<file path="config.mk">
export PLATFORM = sky130hd
export DESIGN_NAME = instr_encoder
export DESIGN_NICKNAME = d
export VERILOG_FILES = /design/src/rtl/instr_encoder.sv
export SDC_FILE = /design/constraint.sdc
export NUM_CORES = 1
export LEC_CHECK = 0
export ABC_AREA = 1
export BUFFER_PORTS_ARGS = -buffer_cell sky130_fd_sc_hd__buf_4
export CORE_ASPECT_RATIO = 1.25
export CORE_MARGIN = 4
export CORE_UTILIZATION = 51
export CTS_CLUSTER_SIZE = 10
export DETAILED_ROUTE_END_ITERATION = 12
export GPL_TIMING_DRIVEN = 0
export PLACE_DENSITY = 0.8
export SLEW_MARGIN = 10
export SYNTH_ARGS = -nofsm -noshare
export SYNTH_HDL_FRONTEND = slang
export SYNTH_SLANG_ARGS = --single-unit
</file>
<file path="constraint.sdc">
create_clock -name clk -period 1.95 [get_ports clk]
set_clock_uncertainty 0.2 [all_clocks]
set_input_delay 0.39 -clock clk [delete_from_list [all_inputs] [get_ports clk]]
set_output_delay 0.39 -clock clk [all_outputs]
set_load 0.02 [all_outputs]
</file>
<file path="src/rtl/instr_encoder.sv">
// MIPS instruction encoder: turns field-level requests into 32-bit words,
// tags each with a running PC and buffers them in a small output FIFO.
module instr_encoder #(
  parameter logic [31:0] PC_BASE = 32'h0000_3000,
  parameter int          DEPTH   = 2
) (
  input  logic        clk,
  input  logic        reset,
  input  logic        in_valid,
  output logic        in_ready,
  input  logic [3:0]  in_type,
  input  logic [4:0]  in_rs,
  input  logic [4:0]  in_rt,
  input  logic [4:0]  in_rd,
  input  logic [4:0]  in_shamt,
  input  logic [15:0] in_imm,
  input  logic [25:0] in_target,
  output logic        out_valid,
  input  logic        out_ready,
  output logic [31:0] out_pc,
  output logic [31:0] out_instr,
  output logic        err,
  output logic [15:0] count
);

  localparam int AW = (DEPTH > 1) ? $clog2(DEPTH) : 1;
  localparam logic [AW:0] OCC_FULL = (AW+1)'(DEPTH);

  function automatic logic [31:0] encode(
    input logic [3:0]  t,
    input logic [4:0]  rs,
    input logic [4:0]  rt,
    input logic [4:0]  rd,
    input logic [4:0]  sh,
    input logic [15:0] imm,
    input logic [25:0] tgt
  );
    logic [31:0] w;
    case (t)
      4'd0:    w = {6'b000000, rs, rt, rd, 5'b00000, 6'b100001};
      4'd1:    w = {6'b000000, rs, rt, rd, 5'b00000, 6'b100011};
      4'd2:    w = {6'b001101, rs, rt, imm};
      4'd3:    w = {6'b100011, rs, rt, imm};
      4'd4:    w = {6'b101011, rs, rt, imm};
      4'd5:    w = {6'b000100, rs, rt, imm};
      4'd6:    w = {6'b001111, 5'b00000, rt, imm};
      4'd7:    w = {6'b000010, tgt};
      4'd8:    w = {6'b000011, tgt};
      4'd9:    w = {6'b000000, rs, 15'b0, 6'b001000};
      4'd10:   w = {6'b000000, 5'b00000, rt, rd, sh, 6'b000000};
      4'd11:   w = {6'b001001, rs, rt, imm};
      default: w = 32'h0000_0000;
    endcase
    return w;
  endfunction

  logic [63:0]   mem_q [DEPTH];
  logic [AW-1:0] wr_q, wr_d, rd_q, rd_d;
  logic [AW:0]   occ_q, occ_d;
  logic [31:0]   pc_q, pc_d;
  logic [15:0]   count_q, count_d;
  logic          err_q, err_d;
  logic          ready_q, valid_q;
  logic [31:0]   enc_s;
  logic          type_ok_s, accept_s, push_s, pop_s;

  // Next-state: handshake decode, FIFO pointers/occupancy, PC and counters
  always_comb begin
    enc_s     = encode(in_type, in_rs, in_rt, in_rd, in_shamt, in_imm, in_target);
    type_ok_s = (in_type <= 4'd11);
    accept_s  = in_valid & ready_q;
    push_s    = accept_s & type_ok_s;
    pop_s     = valid_q & out_ready;
    wr_d      = wr_q;
    rd_d      = rd_q;
    occ_d     = occ_q;
    pc_d      = pc_q;
    count_d   = count_q;
    err_d     = err_q;

    if (push_s) begin
      wr_d = wr_q + AW'(1);
      pc_d = pc_q + 32'd4;
      if (count_q != 16'hFFFF) begin
        count_d = count_q + 16'd1;
      end else begin
        count_d = count_q;
      end
    end else begin
      wr_d = wr_q;
    end

    if (accept_s && !type_ok_s) begin
      err_d = 1'b1;
    end else begin
      err_d = err_q;
    end

    if (pop_s) begin
      rd_d = rd_q + AW'(1);
    end else begin
      rd_d = rd_q;
    end

    case ({push_s, pop_s})
      2'b10:   occ_d = occ_q + (AW+1)'(1);
      2'b01:   occ_d = occ_q - (AW+1)'(1);
      default: occ_d = occ_q;
    endcase
  end

  // Control state; ready/valid are registered from next-cycle occupancy
  always_ff @(posedge clk or negedge reset) begin
    if (!reset) begin
      wr_q    <= '0;
      rd_q    <= '0;
      occ_q   <= '0;
      pc_q    <= PC_BASE;
      count_q <= 16'd0;
      err_q   <= 1'b0;
      ready_q <= 1'b0;
      valid_q <= 1'b0;
    end else begin
      wr_q    <= wr_d;
      rd_q    <= rd_d;
      occ_q   <= occ_d;
      pc_q    <= pc_d;
      count_q <= count_d;
      err_q   <= err_d;
      ready_q <= (occ_d != OCC_FULL);
      valid_q <= (occ_d != '0);
    end
  end

  // FIFO storage; cleared on reset so the outputs read zero while held
  always_ff @(posedge clk or negedge reset) begin
    if (!reset) begin
      for (int i = 0; i < DEPTH; i++) begin
        mem_q[i] <= 64'd0;
      end
    end else if (push_s) begin
      mem_q[wr_q] <= {pc_q, enc_s};
    end else begin
      mem_q[wr_q] <= mem_q[wr_q];
    end
  end

  assign in_ready  = ready_q;
  assign out_valid = valid_q;
  assign out_pc    = mem_q[rd_q][63:32];
  assign out_instr = mem_q[rd_q][31:0];
  assign err       = err_q;
  assign count     = count_q;

endmodule

</file>
Yosys cells after proc, flatten, opt, wreduce, memory -nomap -nowiden --
Index checks and enable logic that the tools add are counted.
Cells by class: add/subtract/negate cells 6, order comparisons 4, equality and inequality tests 15, muxes and demuxes 13, bitwise logic cells 5, reduce and logical (&&, ||, !) cells 6
Operators by type and width (number):
- $mux W64 | 7
- $pmux W32 S12 | 1
- $bwmux W128 | 2
- $mux W128 | 1
- $demux W64 S1 | 1
- $add A32 B3 Y32 const B | 1
- $add A16 B1 Y16 const B | 1
- $eq A4 B3 Y1 const B | 4
- $eq A4 B4 Y1 const B | 4
- $ne A16 B16 Y1 const B | 1
- $eq A4 B2 Y1 const B | 2
- $eq A4 B1 Y1 const B | 1
- $ge A2 B2 Y1 const B | 2
- $le A4 B4 Y1 const B | 1
- $logic_not A4 Y1 | 1
- $not A1 Y2 | 2
- $pmux W2 S2 | 1
- $and A1 B1 Y1 | 3
- $add A1 B1 Y1 const B | 2
- $add A2 B1 Y2 const B | 1
- $eq A2 B1 Y1 const B | 1
- $eq A2 B2 Y1 const B | 1
- $logic_and A1 B1 Y1 | 2
- $lt A2 B1 Y1 const B | 1
- other kinds (5) | 5
Storage, ports and cells: bits in registers 183, input bits 70, output and inout bits 83, word-level logic and storage cells 59

Depth between registers and ports, before layout --
Gate-level depths: netlist of run 1.
word-level depth 7, depth in mapped cells 11, depth with buffers taken out 9

Worst setup path before layout of run 1 --
OpenSTA, ideal clock, no wires.
path kind flip-flop to flip-flop, from reg ready_q (netlist: in_ready), to reg valid_q (netlist: out_valid), setup time 0.127 ns, arrival time 1.828 ns, data required time 1.623 ns, setup slack -0.206 ns, stages on the path, launching flop included 10, path buffers 1, clock period less this slack 2.156 ns, cells stage by stage dfrtp_1 nand2_1 inv_1 nand2_2 buf_4 ha_1 a21oi_1 o21ai_0 xnor2_1 or2_2
On the way: cells in the longest elaborated chain, start to end 5, elaborated cells between the ends (all ways) 6, those cells by class 2 x eq/ne; 1 x mux; 2 x bitwise; 1 x reduce/logical
Ends and longest elaborated chain:
- from (decl) | RTL line 63 | logic ready_q, valid_q;
- from (signal assigned) | RTL line 130 | ready_q <= (occ_d != OCC_FULL);
- $and A1 B1 Y1 * | RTL line 71 | accept_s = in_valid & ready_q;
- $and A1 B1 Y1 * | RTL line 72 | push_s = accept_s & type_ok_s;
- $eq A2 B1 Y1 or $eq A2 B2 Y1 (tied branches) | RTL line 105 | case ({push_s, pop_s})
- $pmux W2 S2 * | RTL line 105
- via occ_d[1] | RTL line 59 | logic [AW:0] occ_q, occ_d;
- $reduce_bool A2 Y1 * | RTL line 131 | valid_q <= (occ_d != '0);
- to (signal assigned) | RTL line 131
- to (decl) | RTL line 63
The timed path passes the listed nets; every way through them passes the cells marked *. A chain may end at the register's enable or synchronous reset.

Final worst setup path of run 1 --
from reg rd_q, to out out_instr[16]
On the way: cells in the longest elaborated chain, start to end 4
Ends and longest elaborated chain:
- from (decl) | RTL line 58 | logic [AW-1:0] wr_q, wr_d, rd_q, rd_d;
- from (signal assigned) | RTL line 125 | rd_q <= rd_d;
- $not A1 Y2 (not written as such) | RTL line 151 | assign out_instr = mem_q[rd_q][31:0];
- $mux W64 (not written as such) (3 in a row) | RTL line 151
- to (decl) | RTL line 21 | output logic [31:0] out_instr,
No other way between the ends. The select of a mux whose other input is x is not followed.

==> impl_metrics.py, run 1 <==
metrics = {
    "outcome": {
        "status": "complete, but fails checks",
        "violations": "setup timing",
    },
    "clock_tree": {
        "cts_buffer_depth": 2,
        "cts_root_buf": "clkbuf_16",
        "cts_sinks": 181,
        "cts_buffers": 17,
        "clock_latency_ns": 0.44,
        "htreeDepth": 4,
        "cts_tree": "yes",
        "clk_pin_slew_ns": 0.06,
    },
    "place": {
        "port_buffers": 150,
        "dp_cells": 1585,
        "place_ws_ns": -0.406,
        "gp_congestion": 0.917,
        "hpwl_um": 17800,
    },
    "sta": {
        "finalSetupViolations": 64,
        "final_hold_viol_count": 0,
        "rsz0062_at_grt": "yes",
        "slew_headroom_pct": 45.1,
        "worstMarginPinSlew_ns": 0.823,
        "finalCritPeriodShare_pct": 111,
        "slew_violations": 0,
        "period_needed_ns": 2.17,
        "timing.fmax_mhz": 460,
        "layout_setup_ws_ns": -0.224,
    },
    "worst_hold_path": {
        "worstHoldPathType": "in2reg",
    },
    "worst_setup_path": {
        "critical_path.max_fanout": 10,
        "startpoint_type": "flop",
        "slowest_delay_ns": 0.40,
        "required_ns": 1.36,
        "slowest_stage": "dfrtp_1",
        "cp.arrival_ns": 1.58,
        "path_class": "reg2out",
        "cp_cell_sequence": "buf_8 > clkbuf_16 > buf_8 > nand2_1 > nand2_2 > buf_6",
        "cpMostUsedCell": "buf_8",
        "end_kind": "output pin",
    },
    "detailed_routing": {
        "routedWlPerCell_um": 15.5,
        "postRouteAntennaNets": 0,
        "vias": 8369,
        "viasPerCell": 5.15,
        "drc": 0,
        "drt_wl_total_um": 25200,
        "first_pass_iters": 7,
        "drt_iter0_markers": 782,
    },
    "die": {
        "rows": 54,
        "dieHeight_um": 157,
        "ios": 153,
        "start_util_pct": 51.9,
        "die_area_mm2": 0.0200,
        "die_x_um": 127,
        "core-area_mm2": 0.0175,
    },
    "yosys": {
        "synth_top_area_share_pct": 49.3,
        "syn_nets": 1283,
        "syn_avg_cell_area_um2": 7.51,
        "yosys_warnings": 0,
        "synth_mux_area_share_pct": 0,
        "ys_types": 31,
        "ys_seq_area_share_pct": 49.9,
        "synth_area_mm2": 0.00908,
        "synth_compound_area_share_pct": 7.37,
        "synth_top_family_by_area": "simple AND/OR/NAND/NOR gates",
        "yosys.area.top_type": "dfrtp_1",
        "synth_fa_ha_area_share_pct": 0.413,
        "synth_xor_area_share_pct": 3.47,
        "synth_cells": 1210,
        "synth-seq-cells": 181,
        "synthSimpleGateAreaFrac_pct": 31.2,
        "synth.area.top_cells": "dfrtp_1 (49%), nand2_1 (23%), o21ai_0 (6.6%)",
    },
    "power": {
        "power_leakage_nw": 6.01,
        "switching_share_pct": 38.4,
        "power-per-cell-area_mw_per_mm2": 1320,
        "internal_power_w": 0.00939,
        "netSwitchingPower_w": 0.00585,
        "p_clk_share_pct": 22.9,
        "p_comb_share_pct": 41.6,
        "ir_worst_vdd_uv": 707,
        "p_seq_share_pct": 35.5,
    },
    "finish": {
        "layout_commonest_cell": "nand2_1",
        "nets": 1461,
        "area_delta_synth_final_pct": 27.4,
        "final_cell_mix": "nand2_1 (555), dfrtp_1 (178), buf_4 (136), inv_1 (110), o21ai_0 (85)",
        "diodes": 0,
        "finalNonFillerCells": 1625,
        "drive_gt1_share_pct": 20.5,
    },
    "global_routing": {
        "grt_pass1_wl_um": 41000,
        "gr-usage-all-layers_pct": 25.6,
        "grt_max_degree": 106,
        "antenna_found_initial": 0,
        "grt_pass1_vias": 8284,
        "grt_overflow": 0,
    },
    "flow_run": {
        "drv_cap": 0,
    },
}
-- routing by layer --
| metal | up-vias | GRT usage [%] | share of wire, % |
|---|---|---|---|
| li1 | 4083 | - | - |
| met1 | 3987 | 31.7 | 41 |
| met2 | 256 | 45.3 | 52 |
| met3 | 43 | 4.55 | 4.7 |
| met4 | 0 | 8.48 | 2.3 |
| met5 | - | 0 | 0 |
-- final timing paths --
path | slack [ns] | endpoint | startpoint | depth (start not counted)
max | -0.22 | out_instr[16] | rd_q$_DFFE_PN0P_ | 6
min | 0.06 | err$_DFFE_PN0P_ | in_valid | 3
max reg2reg | 0.07 | out_valid$_DFF_PN0_ | in_ready$_DFF_PN0_ | 9
min reg2reg | 0.28 | mem_q[31]$_DFFE_PN0P_ | mem_q[31]$_DFFE_PN0P_ | 2
max in group asynchronous | 0.27 | mem_q[126]$_DFFE_PN0N_ | reset | 3
min in group asynchronous | 0.38 | count[3]$_DFFE_PN0P_ | reset | 2
-- registers in the layout (all words and copies together) (netlist names) --
name / count
count: 16
err: 1
in_ready: 1
mem_q: 128
occ_q: 2
out_valid: 1
pc_q: 30
rd_q: 1
wr_q: 1
-- kinds of logic (layout without fill, tap and decap cells) --
kind of cell    after synthesis  in the layout
xor+xnor                     36             36
compound gates              131            131
buf+inv                     163            354
fa+ha+maj                     3              3
flops                       181            181
simple gates                696            696
-- cell type report --
class                   instances  area (µm²)
fillers                      1519        5930
flip-flops and latches        181        4530
multi-input cells             866        4020
repair buffers                159        1320
clock buffers                  24         502
inverters                     116         435
plain buffers                  47         388
well taps                     224         280
clock inverters                 8        96.3
-- critical path, delay by kind of cell, from the launching register on --
family	cells	cell delay (ns)
buffers and inverters	4	0.60
DFF	1	0.40
and+or+nand+nor	2	0.14
-- cell usage after synthesis --
| library cell | instances |
|---|---|
| nand3_1 | 33 |
| buf_6 | 4 |
| nand3_2 | 9 |
| o21ai_1 | 3 |
| nor2_1 | 56 |
| o211ai_1 | 3 |
| buf_4 | 4 |
| nand2_4 | 2 |
| nand2_2 | 7 |
| o21bai_1 | 1 |
| a21oi_1 | 3 |
| inv_2 | 5 |
| nand2_1 | 560 |
| nand3b_1 | 1 |
| nor2_4 | 6 |
| o2111ai_1 | 1 |
| xnor2_1 | 10 |
| or2_2 | 1 |
| o21ai_0 | 120 |
| dfstp_2 | 2 |
| nand4_1 | 11 |
| inv_1 | 111 |
| ha_1 | 3 |
| nor2_2 | 2 |
| buf_1 | 2 |
| buf_8 | 1 |
| nor3_1 | 8 |
| clkbuf_1 | 18 |
| buf_2 | 18 |
| xor2_1 | 26 |
| dfrtp_1 | 179 |
-- power by group through the flow --
| stage | sequential, W | combinational [W] | clock (W) |
|---|---|---|---|
| 6_report | 0.00542 | 0.00635 | 0.00348 |
| 5_1_grt | 0.00552 | 0.00696 | 0.00367 |
| 4_1_cts | 0.00539 | 0.00618 | 0.00351 |
| 3_5_place_dp | 0.00544 | 0.00551 | 0 |
| 3_3_place_gp | 0.00541 | 0.00539 | 0 |
| 2_1_floorplan | 0.00539 | 0.00325 | 0 |
-- timing repair --
action	CTS	global route
buffers inserted	2	5
hold endpoints to repair	104	0
hold buffers	1	0
setup endpoints to repair	65	81
pin swaps	0	4
resized for setup	100	33
-- through the flow --
step	cell area, µm²	hold slack (ns)	power, W	utilization (%)	TNS, ns
after floorplan	9120	-0.106	0.00864	-	0
after global placement	10500	0.261	0.0108	60.1	-162.77
after detailed placement	10600	0.265	0.0110	60.3	-17.66
after CTS	11400	0.0572	0.0151	65.4	-11.84
after global routing	11600	0.0673	0.0162	66.1	-14.37
final	11600	0.0581	0.0152	66.1	-11.19
No activity file was read; power rests on OpenSTA's default activity.
==> run 2, diff against run 1 <==
--- a/config.mk
+++ b/config.mk
@@ -6,8 +6,8 @@
 export NUM_CORES = 1
 export LEC_CHECK = 0
 export ABC_AREA = 1
+export ABC_CLOCK_PERIOD_IN_PS = 1950
 export BUFFER_PORTS_ARGS = -buffer_cell sky130_fd_sc_hd__buf_4
-export CORE_ASPECT_RATIO = 1.25
 export CORE_MARGIN = 4
 export CORE_UTILIZATION = 51
 export CTS_CLUSTER_SIZE = 10
==> run 2 against run 1 <==
  * The flow still finishes with violations (setup timing)
  * Power down 0.75%
  * Die area about the same
  * Worst setup slack better by 0.014 ns
  * Sequential share of layout area up 0.17 points
  * Core utilization up 0.28 points
  * Clock power about the same
  * Flip-flop and latch count unchanged
  * Highest routed layer unchanged
  * Non-clock buffer count up 3
  * Critical path type unchanged
  * Maximum frequency up 0.66%
==> impl_metrics.py, run 2 (synthesis results as in run 1) <==
metrics = {
    "clock_tree": {
        "cts_root_buf": "clkbuf_16",
        "cts_buffers": 17,
        "cts_sinks": 181,
        "htreeDepth": 4,
        "cts_buffer_depth": 2,
        "cts_tree": "yes",
        "clk_pin_slew_ns": 0.07,
        "clock_latency_ns": 0.43,
    },
    "worst_hold_path": {
        "hold_start": "in_target[18]",
        "worstHoldPathType": "in2reg",
        "worstHoldPathCells": 5,
        "min_to": "mem_q[18]$_DFFE_PN0P_",
    },
    "global_routing": {
        "gr-usage-all-layers_pct": 25.8,
        "grt_max_degree": 94,
        "antenna_found_initial": 0,
        "grt_pass1_vias": 8321,
        "grt_pass1_wl_um": 41600,
        "grt_overflow": 0,
    },
    "detailed_routing": {
        "first_pass_iters": 6,
        "viasPerCell": 5.23,
        "vias": 8517,
        "routedWlPerCell_um": 15.6,
        "drc": 0,
        "drt_wl_total_um": 25400,
        "drt_iter0_markers": 627,
        "postRouteAntennaNets": 0,
    },
    "power": {
        "ir_worst_vdd_uv": 863,
        "power_leakage_nw": 6.01,
        "power-per-cell-area_mw_per_mm2": 1310,
        "finalPower_w": 0.0151,
    },
    "worst_setup_path": {
        "path_class": "reg2out",
        "reg2regPathDepth": 9,
        "startpoint_type": "flop",
        "critical_path.max_fanout": 10,
        "required_ns": 1.36,
        "r2r_start": "in_ready$_DFF_PN0_",
        "regToRegEndpoint": "out_valid$_DFF_PN0_",
        "end_kind": "output pin",
        "ff2ff_setup_slack_ns": 0.08,
        "cp.arrival_ns": 1.57,
    },
    "sta": {
        "rsz0062_at_grt": "yes",
        "worstMarginPinSlew_ns": 0.907,
        "slew_violations": 0,
        "slew_headroom_pct": 38.9,
        "final_hold_viol_count": 0,
        "holdWs_ns": 0.0758,
        "timing.fmax_mhz": 463,
        "finalSetupViolations": 64,
        "finalCritPeriodShare_pct": 111,
        "period_needed_ns": 2.16,
        "layout_setup_ws_ns": -0.210,
        "fin_setup_tns_ns": -9.86,
    },
    "die": {
        "dieHeight_um": 141,
        "core-area_mm2": 0.0174,
        "start_util_pct": 52.3,
        "die_area_mm2": 0.0200,
        "ios": 153,
        "die_x_um": 141,
        "rows": 48,
    },
    "outcome": {
        "status": "complete, but fails checks",
        "violations": "setup timing",
    },
    "flow_run": {
        "drv_cap": 0,
    },
    "finish": {
        "fill_cells": 1469,
        "drive_gt1_share_pct": 21.1,
        "nets": 1464,
        "regMostFlops": "mem_q",
        "diodes": 0,
        "design_area_mm2": 0.0115,
        "largest_reg_flops": 128,
        "layout_commonest_cell": "nand2_1",
        "area_delta_synth_final_pct": 26.9,
        "final_cell_mix": "nand2_1 (556), dfrtp_1 (177), buf_4 (148), inv_1 (110), o21ai_0 (85)",
    },
    "place": {
        "postPlaceCellArea_mm2": 0.0106,
        "gp_congestion": 0.908,
        "port_buffers": 150,
        "hpwl_um": 18200,
    },
}
==> run 2: cell count changes in the layout (fill, tap and decap cells not counted), sizes merged <==
cell      change
buf           +1
clkinv        -3
clkinvlp      +2
inv           +3
==> run 2: repair_timing <==
item	4_1_cts	5_1_grt
setup buffers	2	7
pin swaps	0	2
resized for setup	89	25
setup endpoints to repair	65	82
hold endpoints to repair	68	0
hold buffers	1	0
==> run 2: critical path, stage by stage (launching register included) <==
cell	delay, ns
dfrtp_1	0.40
buf_8	0.16
clkbuf_4	0.22
o21ai_2	0.20
buf_4	0.17
==> run 2: how the worst max path moves through the flow <==
stage,from,to,slack (ns),cells past startpoint
final,rd_q$_DFFE_PN0P_,out_pc[15],-0.21,4
after global routing,rd_q$_DFFE_PN0P_,out_instr[11],-0.26,6
after CTS,rd_q$_DFFE_PN0P_,out_instr[26],-0.23,4
after detailed placement,rd_q$_DFFE_PN0P_,out_instr[11],-0.42,6
after global placement,reset,in_ready$_DFF_PN0_,-0.99,1
after floorplan,in_ready$_DFF_PN0_,out_valid$_DFF_PN0_,0.03,9
==> run 2: stage by stage <==
stage | setup slack, ns | cells | utilization, %
after global routing | -0.263 | 1629 | 66.4
final | -0.210 | 1629 | 66.4
after floorplan | 0.0270 | 1210 | -
after global placement | -0.991 | 1585 | 60.6
after detailed placement | -0.415 | 1587 | 61.0
after CTS | -0.233 | 1622 | 65.8
==> run 2: cell type report <==
class                           instances  area (µm²)  area share, %
Sequential cell                       181        4530           39.3
Multi-Input combinational cell        866        3980           34.5
Timing Repair Buffer                  162        1320           11.4
Clock buffer                           22         484           4.20
Inverter                              116         435           3.78
Buffer                                 47         370           3.21
Tap cell                              225         282           2.44
Clock inverter                         10         119           1.03
==> run 2: where the power goes <==
group / internal (W) / switching [W] / leakage (nW)
Clock: 0.00204 / 0.00147 / 0.290
Sequential: 0.00479 / 0.000604 / 2.33
Combinational: 0.00244 / 0.00378 / 3.39
==> run 2: layer usage <==
layer	global-route usage [%]	vias to the layer above	wire [µm]
met5	0	-	0
met4	7.37	0	473
met3	5.56	39	1880
met2	42.3	317	12100
met1	35.0	4063	10900
li1	-	4098	-
